--- src/rtl/cache_mem_responder.sv ---
// cache_mem_responder: arbitrates per-CPU dcache/icache requests onto one single-port RAM
// Ports:
//   CLK, nRST            clock, synchronous active-low reset
//   dREN/dWEN/daddr/dstore  per-CPU dcache requests (32-bit slices packed by CPU)
//   iREN/iaddr           per-CPU icache read requests
//   dwait/iwait          per-CPU stalls, low only in the completing cycle
//   dload/iload          read data, every slice carries ramload
//   ramREN/ramWEN/ramaddr/ramstore/ramload/ramstate  RAM side
//   gnt_valid/gnt_cpu/gnt_type  current grant (type 0 dread, 1 dwrite, 2 iread)
module cache_mem_responder #(
    parameter int CPUS = 2,
    localparam int CW = (CPUS > 1) ? $clog2(CPUS) : 1
) (
    input  logic                 CLK,
    input  logic                 nRST,
    input  logic [CPUS-1:0]      dREN,
    input  logic [CPUS-1:0]      dWEN,
    input  logic [CPUS*32-1:0]   daddr,
    input  logic [CPUS*32-1:0]   dstore,
    input  logic [CPUS-1:0]      iREN,
    input  logic [CPUS*32-1:0]   iaddr,
    output logic [CPUS-1:0]      dwait,
    output logic [CPUS*32-1:0]   dload,
    output logic [CPUS-1:0]      iwait,
    output logic [CPUS*32-1:0]   iload,
    output logic                 ramREN,
    output logic                 ramWEN,
    output logic [31:0]          ramaddr,
    output logic [31:0]          ramstore,
    input  logic [31:0]          ramload,
    input  logic [1:0]           ramstate,
    output logic                 gnt_valid,
    output logic [CW-1:0]        gnt_cpu,
    output logic [1:0]           gnt_type
);
    typedef enum logic {ARB, SERVE} state_t;
    state_t state_q, state_d;
    logic [CW-1:0] rr_q, rr_d, gnt_cpu_q, gnt_cpu_d;
    logic [1:0] gnt_type_q, gnt_type_d;
    logic serve, live, done;
    logic [31:0] da [CPUS];
    logic [31:0] ds [CPUS];
    logic [31:0] ia [CPUS];
    for (genvar g = 0; g < CPUS; g++) begin : g_unpack
        assign da[g] = daddr[g*32 +: 32];
        assign ds[g] = dstore[g*32 +: 32];
        assign ia[g] = iaddr[g*32 +: 32];
    end
    // First set bit searching upward from start, wrapping: rotate so start sits at bit 0,
    // take the lowest set bit, then add start back modulo CPUS.
    function automatic logic [CW-1:0] rr_pick(input logic [CPUS-1:0] v, input logic [CW-1:0] start);
        logic [2*CPUS-1:0] dbl;
        logic [CW:0] sum;
        rr_pick = '0;
        sum = '0;
        dbl = {v, v} >> start;
        for (int j = CPUS - 1; j >= 0; j--) begin
            if (dbl[j]) begin
                sum = {1'b0, start} + (CW+1)'(j);
                rr_pick = (sum >= (CW+1)'(CPUS)) ? CW'(sum - (CW+1)'(CPUS)) : sum[CW-1:0];
            end
        end
    endfunction
    always_comb begin
        state_d = state_q;
        rr_d = rr_q;
        gnt_cpu_d = gnt_cpu_q;
        gnt_type_d = gnt_type_q;
        // Outputs look like ARB whenever reset is asserted, even if state_q is still SERVE.
        serve = nRST && (state_q == SERVE);
        live = (gnt_type_q == 2'd1) ? dWEN[gnt_cpu_q] :
               (gnt_type_q == 2'd0) ? dREN[gnt_cpu_q] : iREN[gnt_cpu_q];
        done = serve && live && (ramstate == 2'd2);
        if (state_q == ARB) begin
            if (|dWEN) begin
                gnt_type_d = 2'd1;
                gnt_cpu_d = rr_pick(dWEN, rr_q);
                state_d = SERVE;
            end else if (|dREN) begin
                gnt_type_d = 2'd0;
                gnt_cpu_d = rr_pick(dREN, rr_q);
                state_d = SERVE;
            end else if (|iREN) begin
                gnt_type_d = 2'd2;
                gnt_cpu_d = rr_pick(iREN, rr_q);
                state_d = SERVE;
            end
        end else if (!live) begin
            state_d = ARB;
        end else if (ramstate == 2'd2) begin
            state_d = ARB;
            rr_d = (gnt_cpu_q == CW'(CPUS - 1)) ? '0 : gnt_cpu_q + 1'b1;
        end
        ramREN = serve && live && (gnt_type_q != 2'd1);
        ramWEN = serve && live && (gnt_type_q == 2'd1);
        ramaddr = !serve ? '0 : (gnt_type_q == 2'd2) ? ia[gnt_cpu_q] : da[gnt_cpu_q];
        ramstore = (serve && gnt_type_q == 2'd1) ? ds[gnt_cpu_q] : '0;
        dwait = ~(CPUS'(done && gnt_type_q != 2'd2) << gnt_cpu_q);
        iwait = ~(CPUS'(done && gnt_type_q == 2'd2) << gnt_cpu_q);
    end
    always_ff @(posedge CLK) begin
        if (!nRST) begin
            state_q <= ARB;
            rr_q <= '0;
            gnt_cpu_q <= '0;
            gnt_type_q <= '0;
        end else begin
            state_q <= state_d;
            rr_q <= rr_d;
            gnt_cpu_q <= gnt_cpu_d;
            gnt_type_q <= gnt_type_d;
        end
    end
    assign dload = {CPUS{ramload}};
    assign iload = {CPUS{ramload}};
    assign gnt_valid = serve;
    assign gnt_cpu = gnt_cpu_q;
    assign gnt_type = gnt_type_q;
endmodule
--- config.mk ---
export PLATFORM = sky130hd
export DESIGN_NAME = cache_mem_responder
export DESIGN_NICKNAME = d
export VERILOG_FILES = /design/src/rtl/cache_mem_responder.sv
export SDC_FILE = /design/constraint.sdc
export NUM_CORES = 1
export LEC_CHECK = 0
export ABC_CLOCK_PERIOD_IN_PS = 1800
export CORE_AREA = 5 5 166 168
export CTS_CLUSTER_SIZE = 14
export DETAILED_ROUTE_END_ITERATION = 16
export DIE_AREA = 0 0 171 173
export PLACE_DENSITY_LB_ADDON = 0.25
export SETUP_SLACK_MARGIN = 0.02
export SYNTH_ARGS = -nofsm -noshare
export SYNTH_HDL_FRONTEND = slang
export SYNTH_SLANG_ARGS = --single-unit
--- constraint.sdc ---
create_clock -name CLK -period 1.8 [get_ports CLK]
set_clock_uncertainty 0.1 [all_clocks]
set_input_delay 0.36 -clock CLK [delete_from_list [all_inputs] [get_ports CLK]]
set_output_delay 0.36 -clock CLK [all_outputs]
set_load 0.02 [all_outputs]
Word level (Yosys, flattened, before mapping)
Cells that the tools add are included.
{"block": "classes", "n_lt_le_gt_ge": 4, "bitwise": 4, "shift": 5, "n_eq_ne": 5, "addsub": 4, "n_reduce_logical": 15, "muxes": 41}
{"operator": "$mux W32", "n": 12}
{"operator": "$mux W1", "n": 26}
{"operator": "$shr A4 B1 Y2", "n": 3}
{"operator": "$logic_and A1 B1 Y1", "n": 8}
{"operator": "$mux W2", "n": 3}
{"operator": "$reduce_or A2 Y1", "n": 3}
{"operator": "$eq A2 B2 Y1 const B", "n": 2}
{"operator": "$ge A2 B2 Y1 const B", "n": 2}
{"operator": "$not A2 Y2", "n": 2}
{"operator": "$shl A1 B1 Y2", "n": 2}
{"operator": "$reduce_and A3 Y1", "n": 1}
{"operator": "$reduce_bool A3 Y1", "n": 1}
{"operator": "$add A1 B1 Y2 const B", "n": 1}
{"operator": "$eq A2 B1 Y1 const B", "n": 1}
{"operator": "$ge A1 B2 Y1 const B", "n": 1}
{"operator": "$logic_not A2 Y1", "n": 1}
{"operator": "$lt A1 B2 Y1 const B", "n": 1}
{"operator": "$ne A2 B1 Y1 const B", "n": 1}
{"operator": "$ne A2 B2 Y1 const B", "n": 1}
{"operator": "$not A1 Y2", "n": 1}
{"operator": "$reduce_and A2 Y1", "n": 1}
{"operator": "$sub A1 B1 Y1 const B", "n": 2}
{"operator": "$add A1 B1 Y1 const B", "n": 1}
{"operator": "$not A1 Y1", "n": 1}
{"block": "word_totals", "register_bits": 5, "inputBits": 234, "output_inout_bits": 202, "word_cells": 82}

Logic depth before layout (Yosys ltp)
Gate-level depths: netlist of run 1.
{"block": "depth", "word_depth": 9, "ltp_mapped": 6, "ltp_nobuf": 4}

Worst setup path before layout of run 1
No wires, ideal clock.
{"block": "synth_timing", "kind": "register to output", "from": "register gnt_cpu_q, in the netlist gnt_cpu", "to": "output ramaddr[22]", "arrival_time_ns": 1.536, "n_path_buf": 2, "stages_incl_launch_ff": 5, "setup_slack_ns": -0.196, "required_ns": 1.340, "cell_sequence": "dfxtp_1 -> buf_6 -> buf_6 -> mux4_1 -> and2_1"}
{"block": "synth_via", "elab_chain_len": 6, "word_cells_on_any_way": 9, "classes_between": "mux (8); bitwise (1)"}
{"element": "start: declaration", "line_no": "38", "source": "logic [CW-1:0] rr_q, rr_d, gnt_cpu_q, gnt_cpu_d;"}
{"element": "start signal: assignment", "line_no": "110", "source": "gnt_cpu_q <= gnt_cpu_d;"}
{"element": "$not A1 Y2 (not written as such) (*)", "line_no": "96", "source": "ramaddr = !serve ? '0 : (gnt_type_q == 2'd2) ? ia[gnt_cpu_q] : da[gnt_cpu_q];"}
{"element": "$mux W32 (not written as such) (3 in series)", "line_no": "96"}
{"element": "$mux W32 (*) (2 in series)", "line_no": "96"}
{"element": "end: declaration", "line_no": "28", "source": "output logic [31:0] ramaddr,"}
Mark *: on every way between the ends. The rest lies on a longest branch, timed or not. The select of a mux whose other input is x is not followed.

Final worst setup path of run 1
{"block": "layout_timing", "from": "register gnt_cpu_q, in the netlist gnt_cpu", "to": "output ramaddr[2]"}
Same word-level chain as after synthesis.

==> flow_metrics.tcl, run 1 <==
set metrics [dict create \
    status "complete, but fails checks" \
    violations "negative setup slack" \
    globalplace.congestion 0.850 \
    area_growth_pct 137 \
    drive_gt1_share_pct 57.1 \
    dr.first_iter.drc_count 82 \
    end_kind "output pin" \
    drc 0 \
    synth_edf_count 0 \
    synth_cell_types 30 \
    syn_area_mm2 0.00294 \
    final_util_pct 27.0 \
    rsz0062_at_grt "true" \
    row_count 59 \
    ant_nets 0 \
    die_w_um 171 \
    place_hpwl_mm 11.4 \
    leakagePower_nw 2.72 \
    finalNonFillerCells 904 \
    slowest_delay_ns 0.51 \
    cts_tree "done" \
    antenna_found_initial 0 \
    synth_top_cell_area_share_pct 33.5 \
    n_antenna_cell 0 \
    vias 3320 \
    grt-ovfl-total 0 \
    fill_cells 2671 \
    placed_cells_incl_taps 821 \
    crit_fanout 8 \
    cts_buffer_depth 2 \
    crit_arrival_ns 1.78 \
    drv_slew 0 \
    path_common_cell "buf_12" \
    place_ws_ns -0.775 \
    die_h_um 173 \
    fin_crit_sh_pct 125 \
    fmax_mhz 445 \
    synth-seq-cells 5 \
    path_delay_family "buffers and inverters" \
    synth_warnings 0 \
    grt_pass1_wl_mm 20.2 \
    syn_area_per_cell_um2 9.10 \
    synth_area_leaders "buf_4, mux4_1, mux2i_1, mux4_2, and2_1" \
    fin_ws_ns -0.445 \
    clockRootBuffer "clkbuf_16" \
    path_cells "buf_12 > buf_12 > buf_4 > mux4_2 > and2_4 > clkbuf_2" \
    first_global_vias 3520 \
    synthFlopType "dfxtp_1" \
    final_nets 804 \
    relSlewSlack_pct 83.2 \
    slowest_stage "mux4_2" \
    clk_pin_slew_ns 0.03 \
    grt_use_total_pct 8.70 \
    grt_start_max_net_pins 31 \
    pwr_density_cell_mw_per_mm2 341 \
    clock-sinks 5 \
    worstSetupPathType "flip-flop to output pin" \
    async_flop_share_pct 0 \
    vias_per_cell 3.67 \
    path_buf_inv 4 \
    start_kind "flip-flop" \
    cts_buffers 3 \
    hold_path.class "flip-flop to flip-flop" \
    crit_required_ns 1.34 \
    avgRoutedWirePerCell_um 17.8 \
    synthesis.nets 557 \
    peakVddDrop_mv 0.308 \
    first_pass_iters 4 \
    synth_area_leader_cell "buf_4" \
    synth_cells 323 \
    cap_violations 0 \
    multi_input_area_mm2 0.00216 \
    synth-seq-area-share_pct 3.41 \
    regArea_um2 106 \
    dieArea_mm2 0.0296 \
    hold_viol 0 \
    cts.htree.levels 1 \
    setup_violations 70 \
    fin_crit_ns 2.24 \
    initial_core_util_pct 11.4 \
    port_buffers 275 \
    clock_latency_ns 0.22 \
    pin_count 436 \
    core_area_mm2 0.0258 \
    drt-total-wl_mm 16.1 \
    tightest_slew_ns 0.244 \
]
[layer usage]
metal,vias to the layer above,part of all wire (%),track usage (%)
met2,260,51,16.2
met1,1545,33,8.97
met5,-,0,0
met4,0,3.5,2.81
li1,1487,-,-
met3,28,13,3.08
[cells in the mapped netlist, types with 4 or more instances]
cell / instances
mux4_2: 10
mux4_1: 22
buf_6: 9
clkbuf_1: 6
and2_1: 33
nand2_1: 6
a21oi_1: 5
mux2i_1: 33
dfxtp_1: 5
nor2_1: 35
inv_1: 4
buf_4: 131
[layout make-up]
| type | count | area share [%] |
|---|---|---|
| clock buffer | 4 | 1.13 |
| sequential | 5 | 1.53 |
| multi-input combinational | 168 | 31.0 |
| tap | 335 | 6.02 |
| timing repair buffer | 388 | 60.0 |
| inverter | 4 | 0.252 |
[sequential cells by signal (all words and copies together), names as in the netlist]
register / cells
gnt_cpu: 1
gnt_type: 2
state_q: 1
rr_q: 1
[worst min-delay path, delay by kind of cell, from the launching register on]
kind | cells | cell delay, ns
muxes | 1 | 0.05
DFF | 1 | 0.32
and+or+nand+nor | 1 | 0.07
[power breakdown]
part | total (mW) | internal (mW) | switching [mW] | leakage [nW]
clock network | 0.359 | 0.293 | 0.0659 | 0.0382
logic | 1.89 | 1.24 | 0.649 | 2.64
registers | 0.131 | 0.122 | 0.00888 | 0.0426
total | 2.38 | 1.65 | 0.724 | 2.72
[worst paths after layout]
check / end / depth (start not counted) / slack (ns) / startpoint
setup / recovery: ramaddr[2] / 6 / -0.44 / gnt_cpu
hold / removal: rr_q / 2 / 0.40 / rr_q
setup reg to reg: state_q / 7 / 0.09 / gnt_cpu
hold reg to reg: rr_q / 2 / 0.40 / rr_q
[stage by stage]
step / setup TNS, ns / hold WS, ns / total power, mW / cell area (um^2)
final: -22.72 / 0.400 / 2.38 / 6960
after detailed placement: -49.19 / 0.399 / 1.46 / 5410
after global routing: -26.01 / 0.452 / 2.50 / 6960
after global placement: -49.06 / 0.385 / 1.45 / 5410
after CTS: -24.79 / 0.403 / 1.93 / 5710
after floorplan: -0.252 / 0.344 / 1.16 / 3040
[timing repair]
item,4_1_cts,5_1_grt
resized for setup,251,262
hold buffers,0,0
pin swaps,2,21
hold endpoints to repair,0,0
buffers inserted,5,65
setup endpoints to repair,74,75
cloned,4,7
[layout by cell type (no fill, tap or decap), types with 3 or more instances in the layout]
master | synthesis | final
a21oi_2 | 1 | 3
and2_4 | 0 | 31
buf_12 | 0 | 14
buf_16 | 0 | 6
buf_4 | 131 | 59
buf_6 | 9 | 91
buf_8 | 0 | 3
clkbuf_16 | 0 | 9
clkbuf_2 | 0 | 4
clkdlybuf4s50_1 | 0 | 196
dlymetal6s2s_1 | 0 | 5
inv_1 | 4 | 3
mux2i_1 | 33 | 10
mux2i_2 | 0 | 8
mux2i_4 | 0 | 15
mux4_2 | 10 | 32
nand2_1 | 6 | 3
nor2_1 | 35 | 5
nor2_2 | 0 | 15
nor2_4 | 0 | 15
[cells by family after synthesis]
logic type             synth area share, %
AND/OR/NAND/NOR                       14.9
AO/OA/AOI/OAI                         3.58
buffers and inverters                 38.2
flip-flops                            3.41
multiplexers                          39.9
Power figures use the tool's default switching activity.
==> run 2: changes to the inputs <==
--- a/config.mk
+++ b/config.mk
@@ -6,10 +6,10 @@
 export NUM_CORES = 1
 export LEC_CHECK = 0
 export ABC_CLOCK_PERIOD_IN_PS = 1800
-export CORE_AREA = 5 5 166 168
+export CORE_AREA = 2 2 168 170
 export CTS_CLUSTER_SIZE = 14
 export DETAILED_ROUTE_END_ITERATION = 16
-export DIE_AREA = 0 0 171 173
+export DIE_AREA = 0 0 170 172
 export PLACE_DENSITY_LB_ADDON = 0.25
 export SETUP_SLACK_MARGIN = 0.02
 export SYNTH_ARGS = -nofsm -noshare
==> run 2 against run 1 <==
Effect of this change: the run still ends with negative setup slack left; first-iteration DRC count fell by 4.9%; via count fell by 6.8%; register-to-register slack lost 0.03 ns; flip-flop and latch count stayed put; sequential share of layout area increased by 0.056 points; critical path depth grew 1; sequential power about the same; critical path type unchanged; largest power group unchanged.
==> flow_metrics.tcl, run 2 (same netlist as run 1, synthesis figures left out) <==
set metrics [dict create \
    status "complete, but fails checks" \
    violations "negative setup slack" \
    final_nets 772 \
    grt-ovfl-total 0 \
    r2r-start "gnt_cpu" \
    globalplace.congestion 0.737 \
    dr.first_iter.drc_count 78 \
    setup_violations 70 \
    cts_tree "done" \
    initial_core_util_pct 10.7 \
    grt_use_total_pct 9.13 \
    final_util_pct 24.4 \
    start_kind "flip-flop" \
    grt_pass1_wl_mm 20.1 \
    clock-sinks 5 \
    clk_pin_slew_ns 0.03 \
    power_mw 2.31 \
    pwr_density_cell_mw_per_mm2 343 \
    clkPwrFrac_pct 16.0 \
    first_pass_iters 4 \
    first_global_vias 3473 \
    largest_reg_flops 2 \
    peakVddDrop_mv 0.211 \
    leakagePower_nw 2.53 \
    ant_nets 0 \
    r2r_cells 7 \
    avgRoutedWirePerCell_um 16.6 \
    wl_met1_mm 5.03 \
    final_area_mm2 0.00672 \
    power_switching_mw 0.701 \
    wl_met2_mm 7.85 \
    placed_cells_incl_taps 823 \
    drt-total-wl_mm 14.7 \
    hold_path.class "flip-flop to flip-flop" \
    crit_required_ns 1.34 \
    cts.htree.levels 1 \
    cap_violations 0 \
    wl_met3_mm 1.76 \
    dieArea_mm2 0.0292 \
    maxUsedRoutingLayer "met5" \
    antenna_found_initial 4 \
    switching_share_pct 30.4 \
    pwr-share-seq_pct 5.7 \
    fmax_mhz 439 \
    clockRootBuffer "clkbuf_16" \
    vias_per_cell 3.49 \
    relSlewSlack_pct 81.3 \
    fin_ws_ns -0.477 \
    end_kind "output pin" \
    cts_buffer_depth 2 \
    drive_gt1_share_pct 52.7 \
    port_buffers 275 \
    clock_latency_ns 0.23 \
    crit_arrival_ns 1.82 \
    hold_viol 0 \
    hp-start "rr_q" \
    fin_crit_sh_pct 126 \
    ff2ff_setup_slack_ns 0.06 \
    hold_path_depth 2 \
    hold_end "rr_q" \
    final_cell_mix "clkdlybuf4s50_1, buf_6, buf_4" \
    rsz0062_at_grt "true" \
    drv_slew 0 \
    die_w_um 170 \
    combPwrFrac_pct 78.4 \
    crit_fanout 4 \
    layout_commonest_cell "clkdlybuf4s50_1" \
    pin_count 436 \
    place_hpwl_mm 10.6 \
    core_area_mm2 0.0275 \
    intPower_mw 1.60 \
    fin_crit_ns 2.28 \
    tightest_slew_ns 0.279 \
    finalNonFillerCells 886 \
    place_area_mm2 0.00534 \
    drc 0 \
    hold_slack_ns 0.373 \
    row_count 61 \
    worstReg2RegEnd "state_q" \
    tns_ns -23.24 \
    cts_buffers 3 \
    grt_start_max_net_pins 34 \
    place_ws_ns -0.802 \
    die_h_um 172 \
    vias 3093 \
    worstSetupPathType "flip-flop to output pin" \
    area_growth_pct 129 \
]
## run 2: critical path, stage by stage, from the launching register on
cell	delay [ns]
dfxtp_4	0.37
buf_8	0.11
buf_12	0.10
buf_12	0.10
buf_12	0.10
mux4_2	0.50
and2_4	0.17
buf_6	0.12
## run 2: how the worst max path moves through the flow
| stage | from | slack [ns] | end |
|---|---|---|---|
| after floorplan | gnt_cpu | -0.02 | ramstore[15] |
| after global placement | nRST | -0.78 | ramaddr[25] |
| after detailed placement | nRST | -0.80 | ramstore[22] |
| after CTS | gnt_cpu | -0.52 | dwait[1] |
| after global routing | gnt_cpu | -0.52 | dwait[1] |
| final | gnt_cpu | -0.48 | ramaddr[28] |
## run 2: layer usage
layer / up-vias / track usage, %
li1: 1428 / -
met3: 11 / 3.32
met4: 2 / 1.37
met2: 208 / 18.5
met5: - / 0
met1: 1444 / 8.97
## run 2: cell type report
class | count | area, um^2
fillers | 2940 | 20800
multi-input cells | 168 | 2160
diodes | 3 | 7.51
flip-flops and latches | 5 | 106
repair buffers | 356 | 3920
well taps | 346 | 433
clock buffers | 4 | 78.8
inverters | 4 | 17.5
## run 2: power groups by stage
| stage | clock [mW] | sequential, mW | combinational [mW] |
|---|---|---|---|
| 3_3_place_gp | 0 | 0.130 | 1.28 |
| 6_report | 0.368 | 0.131 | 1.81 |
| 4_1_cts | 0.372 | 0.132 | 1.61 |
| 3_5_place_dp | 0 | 0.130 | 1.29 |
| 2_1_floorplan | 0 | 0.140 | 1.02 |
| 5_1_grt | 0.379 | 0.133 | 1.91 |
## run 2: timing repair
action | 4_1_cts | 5_1_grt
hold buffers | 0 | 0
buffers inserted | 30 | 24
gates cloned | 8 | 1
pin swaps | 9 | 12
setup endpoints to repair | 78 | 76
gates resized for setup | 379 | 99
